### src/rtl/clk_cfg_seq.sv
// clk_cfg_seq: clock-configuration sequencer for the reset/clock controller.
// Parks the system clock on the 8 MHz source, optionally powers/retrims the
// PLL, reroutes source and divider muxes, then releases the park, so every
// mux-select change happens while the glitch-free muxes are in a safe state.
module clk_cfg_seq #(
  parameter int unsigned SWITCH_CYCLES = 8,
  parameter int unsigned SETTLE_CYCLES = 1024,
  parameter int unsigned CNT_W         = 11
) (
  input  logic       clk,
  input  logic       rst,
  input  logic       req_valid,
  output logic       req_ready,
  input  logic [1:0] req_src,
  input  logic [1:0] req_div,
  input  logic [1:0] req_trim,
  input  logic [1:0] req_rosc,
  output logic       busy,
  output logic       done,
  output logic [1:0] cur_src,
  output logic       sel_8mhz,
  output logic       sel_xclk,
  output logic       sel_pll,
  output logic [1:0] sel_rosc,
  output logic [1:0] clk_div,
  output logic [1:0] pll_trim,
  output logic       pll_en
);

  localparam logic [2:0] ST_IDLE    = 3'd0;
  localparam logic [2:0] ST_PARK    = 3'd1;
  localparam logic [2:0] ST_PLL_ON  = 3'd2;
  localparam logic [2:0] ST_ROUTE   = 3'd3;
  localparam logic [2:0] ST_RELEASE = 3'd4;
  localparam logic [2:0] ST_DONE    = 3'd5;

  localparam logic [CNT_W-1:0] SW_LOAD = CNT_W'(SWITCH_CYCLES - 1);
  localparam logic [CNT_W-1:0] ST_LOAD = CNT_W'(SETTLE_CYCLES - 1);

  logic [2:0]       state, nxt;
  logic [CNT_W-1:0] cnt;
  logic [1:0]       r_src, r_div, r_trim, r_rosc;
  logic             r_noop;
  logic             req_noop;
  logic             pll_need;
  logic             wait_over;

  assign req_ready = (state == ST_IDLE);
  assign wait_over = (cnt == '0);

  // Request matches what is already routed: nothing needs to move.
  always_comb begin
    req_noop = (req_src == cur_src) && (req_div == clk_div) &&
               ((req_src != 2'd1) || (req_rosc == sel_rosc)) &&
               ((req_src != 2'd2) || (req_trim == pll_trim));
    pll_need = (r_src == 2'd2) && (!pll_en || (pll_trim != r_trim));
  end

  // Next state, chosen at the exit edge of the current state so skipped
  // states cost no cycles.
  always_comb begin
    nxt = state;
    case (state)
      ST_IDLE:    if (req_valid) nxt = ST_PARK;
      ST_PARK:    if (r_noop) nxt = ST_DONE;
                  else if (wait_over) nxt = pll_need ? ST_PLL_ON : ST_ROUTE;
      ST_PLL_ON:  if (wait_over) nxt = ST_ROUTE;
      ST_ROUTE:   if (wait_over) nxt = (r_src != 2'd0) ? ST_RELEASE : ST_DONE;
      ST_RELEASE: if (wait_over) nxt = ST_DONE;
      ST_DONE:    nxt = ST_IDLE;
      default:    nxt = ST_IDLE;
    endcase
  end

  // State register, wait counter and entry actions of each state.
  // Outputs are written only on the edge that enters a new state.
  always_ff @(posedge clk or posedge rst) begin
    if (rst) begin
      state    <= ST_IDLE;
      cnt      <= '0;
      r_src    <= '0;
      r_div    <= '0;
      r_trim   <= '0;
      r_rosc   <= '0;
      r_noop   <= 1'b0;
      busy     <= 1'b0;
      done     <= 1'b0;
      cur_src  <= '0;
      sel_8mhz <= 1'b1;
      sel_xclk <= 1'b0;
      sel_pll  <= 1'b0;
      sel_rosc <= '0;
      clk_div  <= '0;
      pll_trim <= '0;
      pll_en   <= 1'b0;
    end else begin
      state <= nxt;
      done  <= 1'b0;
      if (cnt != '0) cnt <= cnt - CNT_W'(1);
      if (nxt != state) begin
        case (nxt)
          ST_PARK: begin
            r_src  <= req_src;
            r_div  <= req_div;
            r_trim <= req_trim;
            r_rosc <= req_rosc;
            r_noop <= req_noop;
            busy   <= 1'b1;
            cnt    <= SW_LOAD;
            // A no-op must not disturb the park select.
            if (!req_noop) sel_8mhz <= 1'b1;
          end
          ST_PLL_ON: begin
            pll_en   <= 1'b1;
            pll_trim <= r_trim;
            cnt      <= ST_LOAD;
          end
          ST_ROUTE: begin
            clk_div  <= r_div;
            sel_xclk <= (r_src == 2'd3);
            sel_pll  <= (r_src == 2'd2);
            if (r_src == 2'd1) sel_rosc <= r_rosc;
            cnt      <= SW_LOAD;
          end
          ST_RELEASE: begin
            sel_8mhz <= 1'b0;
            cnt      <= SW_LOAD;
          end
          ST_DONE: begin
            done    <= 1'b1;
            cur_src <= r_src;
            // sel_pll is already 0 here for any non-PLL source.
            if (r_src != 2'd2) pll_en <= 1'b0;
          end
          default: busy <= 1'b0;
        endcase
      end
    end
  end

endmodule

### config.mk
export PLATFORM = sky130hd
export DESIGN_NAME = clk_cfg_seq
export DESIGN_NICKNAME = d
export VERILOG_FILES = /design/src/rtl/clk_cfg_seq.sv
export SDC_FILE = /design/constraint.sdc
export NUM_CORES = 1
export LEC_CHECK = 0
export CAP_MARGIN = 20
export CORE_MARGIN = 4
export CORE_UTILIZATION = 40
export CTS_BUF_LIST = sky130_fd_sc_hd__clkbuf_8
export CTS_CLUSTER_DIAMETER = 60
export CTS_CLUSTER_SIZE = 28
export DETAILED_ROUTE_END_ITERATION = 10
export HOLD_SLACK_MARGIN = 0.08
export PLACE_DENSITY = 0.59
export SKIP_CTS_REPAIR_TIMING = 1
export SLEW_MARGIN = 20
export SYNTH_ARGS = -nofsm -noshare
export SYNTH_HDL_FRONTEND = slang
export SYNTH_SLANG_ARGS = --single-unit
export TNS_END_PERCENT = 30
### constraint.sdc
create_clock -name clk -period 4.4 [get_ports clk]
set_input_delay 0.88 -clock clk [delete_from_list [all_inputs] [get_ports clk]]
set_output_delay 0.88 -clock clk [all_outputs]
set_load 0.005 [all_outputs]
==> impl_metrics.yaml, run 1 <==
worst_setup_path:
  crit_path_start_kind: "flip-flop"
  cpMaxStageDelayCell: "and3_1"
  critPathRequiredTime_ns: 4.55
  arrival_ns: 3.35
  cp_max_fo: 17
  critPathCaptureType: "flip-flop"
  critPathKind: "reg2reg"
  crit_chain: "inv_1, ha_1, nor4b_4, and3_1, a31o_2, and2_4, inv_4, nand2_4, inv_4, a211oi_2, o21ai_1"
  crit_top_cell: "inv_4"
  crit_path_max_incr_delay_ns: 0.66
  worstRegToRegCells: 11
power_and_ir_drop:
  p_switching_mw: 0.128
  combPwrFrac: 0.035
  seqPwrFrac: 0.548
  p_clk_frac: 0.417
  swShare: 0.207
  powerDensity_nw_per_um2: 268
  p_leak_nw: 0.979
  peakVddDrop_uv: 185
  internal_power_mw: 0.492
floorplanning:
  die_width_um: 77.4
  start_util: 0.428
  row_count: 24
  fp.coreArea_sq_um: 4500
  die_h_um: 77.4
  die_area_sq_um: 5990
  ios: 26
layout:
  areaGrowthSynthToFinish_pct: 20.2
  drive_above_1_share: 0.193
  nets: 213
  antenna_cells: 0
routing:
  drtIter0Drc: 87
  viasPerCell: 5.78
  wl_per_cell_um: 16.2
  drcViolationCount: 0
  ant_nets: 0
  vias: 1467
  dr.pass1.iters: 4
  routed_wirelength_mm: 4.12
timing:
  fmax_ghz: 0.313
  drv_slew: 0
  clock_skew_ns: 0.00609
  worst_pin_slew_ns: 0.755
  slew-limit-headroom: 0.495
  finalSetupViolations: 0
  fin_crit_sh: 0.727
  setup-tns-final_ns: 0
  hold_viol_final: 0
  fin_crit_ns: 3.20
  fin_ws_ns: 1.20
  rsz0062_at_grt: "no"
yosys:
  ys_seq_elements: 37
  synthCells: 175
  ys_warn_count: 0
  synthesis.nets: 187
  ys.flop_type: "dfrtp_1"
  yosysUniqueCellTypes: 53
  syn_area_sq_um: 1930
  async_reset_ff_frac: 1.00
  synth_edf_count: 0
  avgSynthCellArea_sq_um: 11.0
  yosysSeqAreaShare: 0.481
outcome:
  status: "finished, final reports clean"
clock_network:
  cts_buffers: 5
  htree_levels: 2
  cts_tree: "done"
  cts_root_buf: "clkbuf_8"
  clkTransAtPathRegs_ns: 0.07
  clk_path_buf_depth: 2
  clk_latency_ns: 0.29
  cts.sinks: 37
placement:
  portBuffers: 25
  dp_hpwl_mm: 2.92
  routabilityCongestion: 0.843
  preCtsSetupSlack_ns: 1.22
flow_run:
  max_cap_violations: 0
global_route:
  antenna_found_initial: 0
  grt_start_max_net_pins: 38
  grt_pass1_vias: 1462
  grt_first_pass_wirelength_mm: 6.93
  overflow: 0
  track_usage: 0.147
min_path:
  holdCritPathClass: "reg2reg"
  min_delay_path_depth: 1
-- cell families after synthesis --
logic type	share of synthesized area
compound gates	0.142
xor+xnor	0.0773
fa+ha+maj	0.00649
buf+inv	0.0403
flops	0.481
mux	0.0929
simple gates	0.160
-- Yosys cell counts (3+ instances only) --
cell | number | area, sq um
o31ai_1 | 4 | 30.0
xnor2_1 | 14 | 123
nand4_1 | 3 | 18.8
or3_1 | 3 | 18.8
nor2b_1 | 5 | 31.3
mux2_2 | 15 | 169
nor3_1 | 6 | 30.0
nand2_1 | 10 | 37.5
o21ai_0 | 5 | 25.0
buf_2 | 4 | 20.0
nor2_1 | 9 | 33.8
inv_1 | 8 | 30.0
o21ai_1 | 5 | 25.0
xor2_1 | 3 | 26.3
dfrtp_1 | 36 | 901
-- registers in the layout, indices dropped and copies added, names as in the netlist, 2 cells and up --
| name | cells |
|---|---|
| clk_div | 2 |
| cnt | 11 |
| cur_src | 2 |
| pll_trim | 2 |
| r_div | 2 |
| r_rosc | 2 |
| r_src | 2 |
| r_trim | 2 |
| sel_rosc | 2 |
| state | 3 |
-- final timing paths --
check                                           from                      end  slack [ns]
max in group asynchronous                        rst     sel_8mhz$_DFFE_PP1P_        3.06
worst min-delay path            sel_xclk$_DFFE_PP0P_     sel_xclk$_DFFE_PP0P_        0.50
worst min register to register  sel_xclk$_DFFE_PP0P_     sel_xclk$_DFFE_PP0P_        0.50
min in group asynchronous                        rst  pll_trim[1]$_DFFE_PP0P_        0.99
worst max-delay path                cnt[0]$_DFF_PP0_         cnt[5]$_DFF_PP0_        1.20
worst max register to register      cnt[0]$_DFF_PP0_         cnt[5]$_DFF_PP0_        1.20
-- critical path: cells and delay by family, from the launching register on --
kind                     cells  cell delay (ns)
buffers and inverters        3             0.19
AND/OR/NAND/NOR              4             1.24
adder cells (fa/ha/maj)      1             0.20
flip-flops                   1             0.38
AO/OA/AOI/OAI                3             1.05
-- layer usage --
layer | up-vias | GRT usage | part of all wire
met5 | - | 0 | 0
met4 | 0 | 0.0641 | 0.018
met3 | 8 | 0.0405 | 0.058
met2 | 52 | 0.230 | 0.46
met1 | 729 | 0.193 | 0.47
li1 | 678 | - | -
-- layout make-up --
class,count,area (sq um)
clock inverters,1,5.00
clock buffers,7,96.3
repair buffers,26,258
multi-input cells,121,922
flip-flops and latches,37,927
fillers,406,2190
inverters,10,42.5
well taps,52,65.1
-- stage by stage --
| stage | std cells | hold WS, ns | area (sq um) | power, mW | util |
|---|---|---|---|---|---|
| global placement | 246 | 0.483 | 2210 | 0.368 | 0.492 |
| detailed placement | 246 | 0.484 | 2210 | 0.369 | 0.492 |
| floorplan | 175 | 0.473 | 1930 | 0.355 | - |
| CTS | 254 | 0.500 | 2320 | 0.629 | 0.514 |
| finish | 254 | 0.497 | 2320 | 0.620 | 0.514 |
| global route | 254 | 0.526 | 2320 | 0.641 | 0.514 |
-- cells in the final DEF (no fill, tap or decap), types with 2 or more instances in the layout --
| cell type | count |
|---|---|
| dfrtp_1 | 36 |
| clkdlybuf4s50_1 | 25 |
| mux2_2 | 15 |
| xnor2_1 | 14 |
| nand2_1 | 10 |
| nor2_1 | 9 |
| inv_1 | 8 |
| clkbuf_8 | 7 |
| nor3_1 | 6 |
| nor2b_1 | 5 |
| o21ai_0 | 5 |
| o21ai_1 | 5 |
| o31ai_1 | 4 |
| nand4_1 | 3 |
| or3_1 | 3 |
| xor2_1 | 3 |
| nor3_2 | 2 |
| nand3_1 | 2 |
| inv_4 | 2 |
| a41oi_1 | 2 |
| nor4_1 | 2 |
| nand2b_1 | 2 |
| a211o_1 | 2 |
-- power groups by stage --
stage	Sequential, mW	Clock (mW)	Combinational (mW)
2_1_floorplan	0.346	0	0.00845
3_3_place_gp	0.346	0	0.0218
3_5_place_dp	0.346	0	0.0224
4_1_cts	0.340	0.267	0.0223
5_1_grt	0.340	0.277	0.0244
6_report	0.340	0.259	0.0215
Note: power is estimated with default switching activity, not from simulation.
==> run 2, diff against run 1 <==
==> constraint.sdc (replaced) <==
create_clock -name clk -period 3.15 [get_ports clk]
set_input_delay 0.63 -clock clk [delete_from_list [all_inputs] [get_ports clk]]
set_output_delay 0.63 -clock clk [all_outputs]
set_load 0.005 [all_outputs]
==> impl_metrics.yaml, run 2 (synthesis gave the netlist of run 1 again) <==
placement:
  postPlaceCellArea_sq_um: 2230
  preCtsSetupSlack_ns: 0.456
  dp.cells: 248
  routabilityCongestion: 0.897
  portBuffers: 25
  dp_hpwl_mm: 3.12
floorplanning:
  die_width_um: 77.4
  die_h_um: 77.4
  die_area_sq_um: 5990
  ios: 26
  fp.coreArea_sq_um: 4500
  start_util: 0.428
  row_count: 24
timing:
  rsz0062_at_grt: "no"
  clock_skew_ns: 0.00848
  fin_crit_ns: 2.65
  slew-limit-headroom: 0.628
  holdWs_ns: 0.501
  drv_slew: 0
  worst_pin_slew_ns: 0.557
  fin_ws_ns: 0.501
  fmax_ghz: 0.378
  setup-tns-final_ns: 0
  fin_crit_sh: 0.841
  hold_viol_final: 0
  finalSetupViolations: 0
outcome:
  status: "finished, final reports clean"
power_and_ir_drop:
  seqPwrFrac: 0.567
  finalPower_mw: 0.838
  swShare: 0.207
  p_clk_frac: 0.397
  powerDensity_nw_per_um2: 361
  combPwrFrac: 0.036
  p_leak_nw: 0.985
  p_switching_mw: 0.174
  internal_power_mw: 0.664
  peakVddDrop_uv: 267
global_route:
  overflow: 0
  grt_start_max_net_pins: 38
  grt_first_pass_wirelength_mm: 6.99
  grt_pass1_vias: 1450
  antenna_found_initial: 0
  track_usage: 0.148
clock_network:
  cts.sinks: 37
  clkTransAtPathRegs_ns: 0.07
  clk_latency_ns: 0.28
  clk_path_buf_depth: 2
  cts_root_buf: "clkbuf_8"
  htree_levels: 2
  cts_tree: "done"
  cts_buffers: 5
worst_setup_path:
  critPathKind: "reg2reg"
  critPathCaptureType: "flip-flop"
  worstRegToRegCells: 8
  cp_max_fo: 8
  arrival_ns: 2.82
  crit_path_start_kind: "flip-flop"
  critPathRequiredTime_ns: 3.32
layout:
  drive_above_1_share: 0.196
  layout_common_cells: "dfrtp_1 (36), clkdlybuf4s50_1 (25), mux2_2 (15), xnor2_1 (14), nand2_1 (10)"
  postLayoutCoreUtil: 0.516
  nets: 215
  largest_register_ff_count: 11
  regMostFlops: "cnt"
  final_cells: 256
  layout_commonest_cell: "dfrtp_1"
  reg_top3: "cnt x11, state x3"
  stdcell_area_sq_um: 2320
  areaGrowthSynthToFinish_pct: 20.6
  antenna_cells: 0
min_path:
  holdCritPathClass: "reg2reg"
  min_delay_path_depth: 1
routing:
  drcViolationCount: 0
  vias: 1414
  routed_wirelength_mm: 4.13
  ant_nets: 0
  drtIter0Drc: 54
  dr.pass1.iters: 4
  wl_per_cell_um: 16.1
  viasPerCell: 5.52
flow_run:
  max_cap_violations: 0
[run 2: power by group through the flow]
stage	Clock, mW	Combinational (mW)	Sequential (mW)
floorplan	0	0.0118	0.484
global placement	0	0.0304	0.484
detailed placement	0	0.0311	0.484
CTS	0.348	0.0312	0.475
global route	0.365	0.0339	0.475
finish	0.333	0.0303	0.475
[run 2: routing by layer]
layer / track usage / vias to the layer above / part of all wire
met5: 0 / - / 0
met4: 0.0534 / 0 / 0.013
met3: 0.0347 / 6 / 0.049
met2: 0.238 / 38 / 0.49
met1: 0.194 / 690 / 0.45
li1: - / 680 / -
[run 2: final timing paths]
kind	from	to	slack (ns)
worst max-delay path	cnt[0]$_DFF_PP0_	sel_rosc[1]$_DFFE_PP0P_	0.50
worst min-delay path	sel_xclk$_DFFE_PP0P_	sel_xclk$_DFFE_PP0P_	0.50
worst max register to register	cnt[0]$_DFF_PP0_	sel_rosc[1]$_DFFE_PP0P_	0.50
worst min register to register	sel_xclk$_DFFE_PP0P_	sel_xclk$_DFFE_PP0P_	0.50
max in group asynchronous	rst	sel_8mhz$_DFFE_PP1P_	2.05
min in group asynchronous	rst	r_trim[0]$_DFFE_PP0P_	0.75
[run 2: worst max-delay path: stages (launching register included)]
cell and delay, ns:
dfrtp_1 0.37, inv_1 0.09, ha_1 0.21, nor4b_4 0.34, and3_1 0.41, a32o_1 0.30, a21boi_2 0.26, nand4b_1 0.22
mux2_2 0.32
[run 2: final cells by class]
type	count	area, sq um
Clock inverter	2	11.3
Sequential cell	37	927
Fill cell	419	2180
Multi-Input combinational cell	121	922
Inverter	10	42.5
Tap cell	52	65.1
Clock buffer	6	82.6
Timing Repair Buffer	28	273
==> RTL edit, RTL diff (flow settings as in run 1) <==
Change the parameter `CNT_W` from 11 to 22.
--- a/src/rtl/clk_cfg_seq.sv
+++ b/src/rtl/clk_cfg_seq.sv
@@ -5,7 +5,7 @@
 module clk_cfg_seq #(
   parameter int unsigned SWITCH_CYCLES = 8,
   parameter int unsigned SETTLE_CYCLES = 1024,
-  parameter int unsigned CNT_W         = 11
+  parameter int unsigned CNT_W         = 22
 ) (
   input  logic       clk,
   input  logic       rst,
Behaviour: no difference found for any inputs over 10 cycles, from zero or initial values and one cycle with rst high; that may be too few to reach the edited logic, so the function may still have changed.
==> RTL edit against run 1 <==
  * Cell area is 29% higher
  * Sequential share of layout area is 0.26 points higher
  * Worst setup slack improved by 680 ps
  * Wire length grew 30%
  * Largest cell class is now multi-input combinational cells
  * Sequential cell count rose by 11
  * Power increased to 3.3 times the old value
  * Area after synthesis up 31%
  * First-iteration DRC count increased by 59%
  * Via count up 27%
  * Combinational power increased to 40 times the old value
  * Non-clock buffer count increased by 1
==> RTL edit: results (changes against run 1) <==
[synth]
synth_nets=256  ; was 187
yosysSeqAreaShare_pct=47.6  ; was 48.1%
synthAdderAreaFrac_pct=0.990  ; was 0.649%
synth_compound_area_share_pct=12.4  ; was 14.2%
synthMuxAreaShare_pct=8.32  ; was 9.29%
synth_xor_area_share_pct=8.66  ; was 7.73%

[route]
totalWireLength_mm=5.36  ; was 4.12 mm
drt_iter0_drc=138  ; was 87
routed_via_density=5.39  ; was 5.78
wl_met2_mm=2.26  ; was 1.89 mm
drt-met1-wl_mm=2.79  ; was 1.91 mm

[layout]
buffer_area_share_pct=8.89  ; was 11.1%
largest_registers=cnt x22, state x3  ; was cnt x11, state x3
clock_cell_area_share_pct=4.07  ; was 4.38%
drive_gt1_share_pct=14.3  ; was 19.3%
nets=284  ; was 213
seqCellArea_um2=1200  ; was 927 um^2
nFillCells=566  ; was 406

[status]
status=finished clean  ; unchanged

[setup_path]
cp_slowest_cell=dfrtp_1  ; was and3_1
crit_family=compound AO/OA/AOI/OAI gates  ; was simple AND/OR/NAND/NOR gates
path_max_fanout=9  ; was 17
worstPathArrival_ps=2720  ; was 3350 ps
cp-endpoint=sel_rosc[0]  ; was cnt[5]

[clock_tree]
cts.reportedPaths.clkPinSlew_ps=90  ; was 70 ps
clock_latency_ps=310  ; was 290 ps

[sta]
finalClockSkew_ps=13.6  ; was 6.09 ps
slew-limit-headroom_pct=44.3  ; was 49.5%
hold_slack_ps=487  ; was 497 ps

[pwr]
ir_drop_mv=0.296  ; was 0.185 mV
p_leak_nw=1.25  ; was 0.979 nW
p_comb_uw=854  ; was 21.5 uW

[global_routing]
grt_pass1_vias=1820  ; was 1462
grt_use_met2_pct=20.5  ; was 23.0%
grt_max_degree=49  ; was 38
grt_first_pass_wirelength_mm=9.14  ; was 6.93 mm
met3_usage_pct=3.78  ; was 4.05%

[worst_hold_path]
holdPathEnd=sel_rosc[1]  ; was sel_xclk
hold_start=r_rosc[1]  ; was sel_xclk

[placement]
dp_hpwl_mm=3.84  ; was 2.92 mm

-- RTL edit: cell count changes after synthesis, moves of 6 or more --
cell / run 1 / this run
nand2_1: 10 / 16
nor2_1: 9 / 22
o21ai_0: 5 / 19
dfrtp_1: 36 / 47
inv_1: 8 / 14
nor3_1: 6 / 13
-- RTL edit: logic make-up after synthesis --
group,Yosys count
buf+inv,20
flops,48
xor+xnor,25
fa+ha+maj,2
compound gates,44
mux,19
simple gates,85
-- RTL edit: through the flow --
| step | instances | utilization (%) | setup slack [ps] | area (um^2) |
|---|---|---|---|---|
| after floorplan | 243 | - | 2090 | 2530 |
| after global placement | 339 | 47.5 | 1800 | 2860 |
| after detailed placement | 339 | 47.5 | 1740 | 2860 |
| after CTS | 347 | 49.5 | 1870 | 2980 |
| after global routing | 347 | 49.5 | 1700 | 2980 |
| final | 347 | 49.5 | 1880 | 2980 |
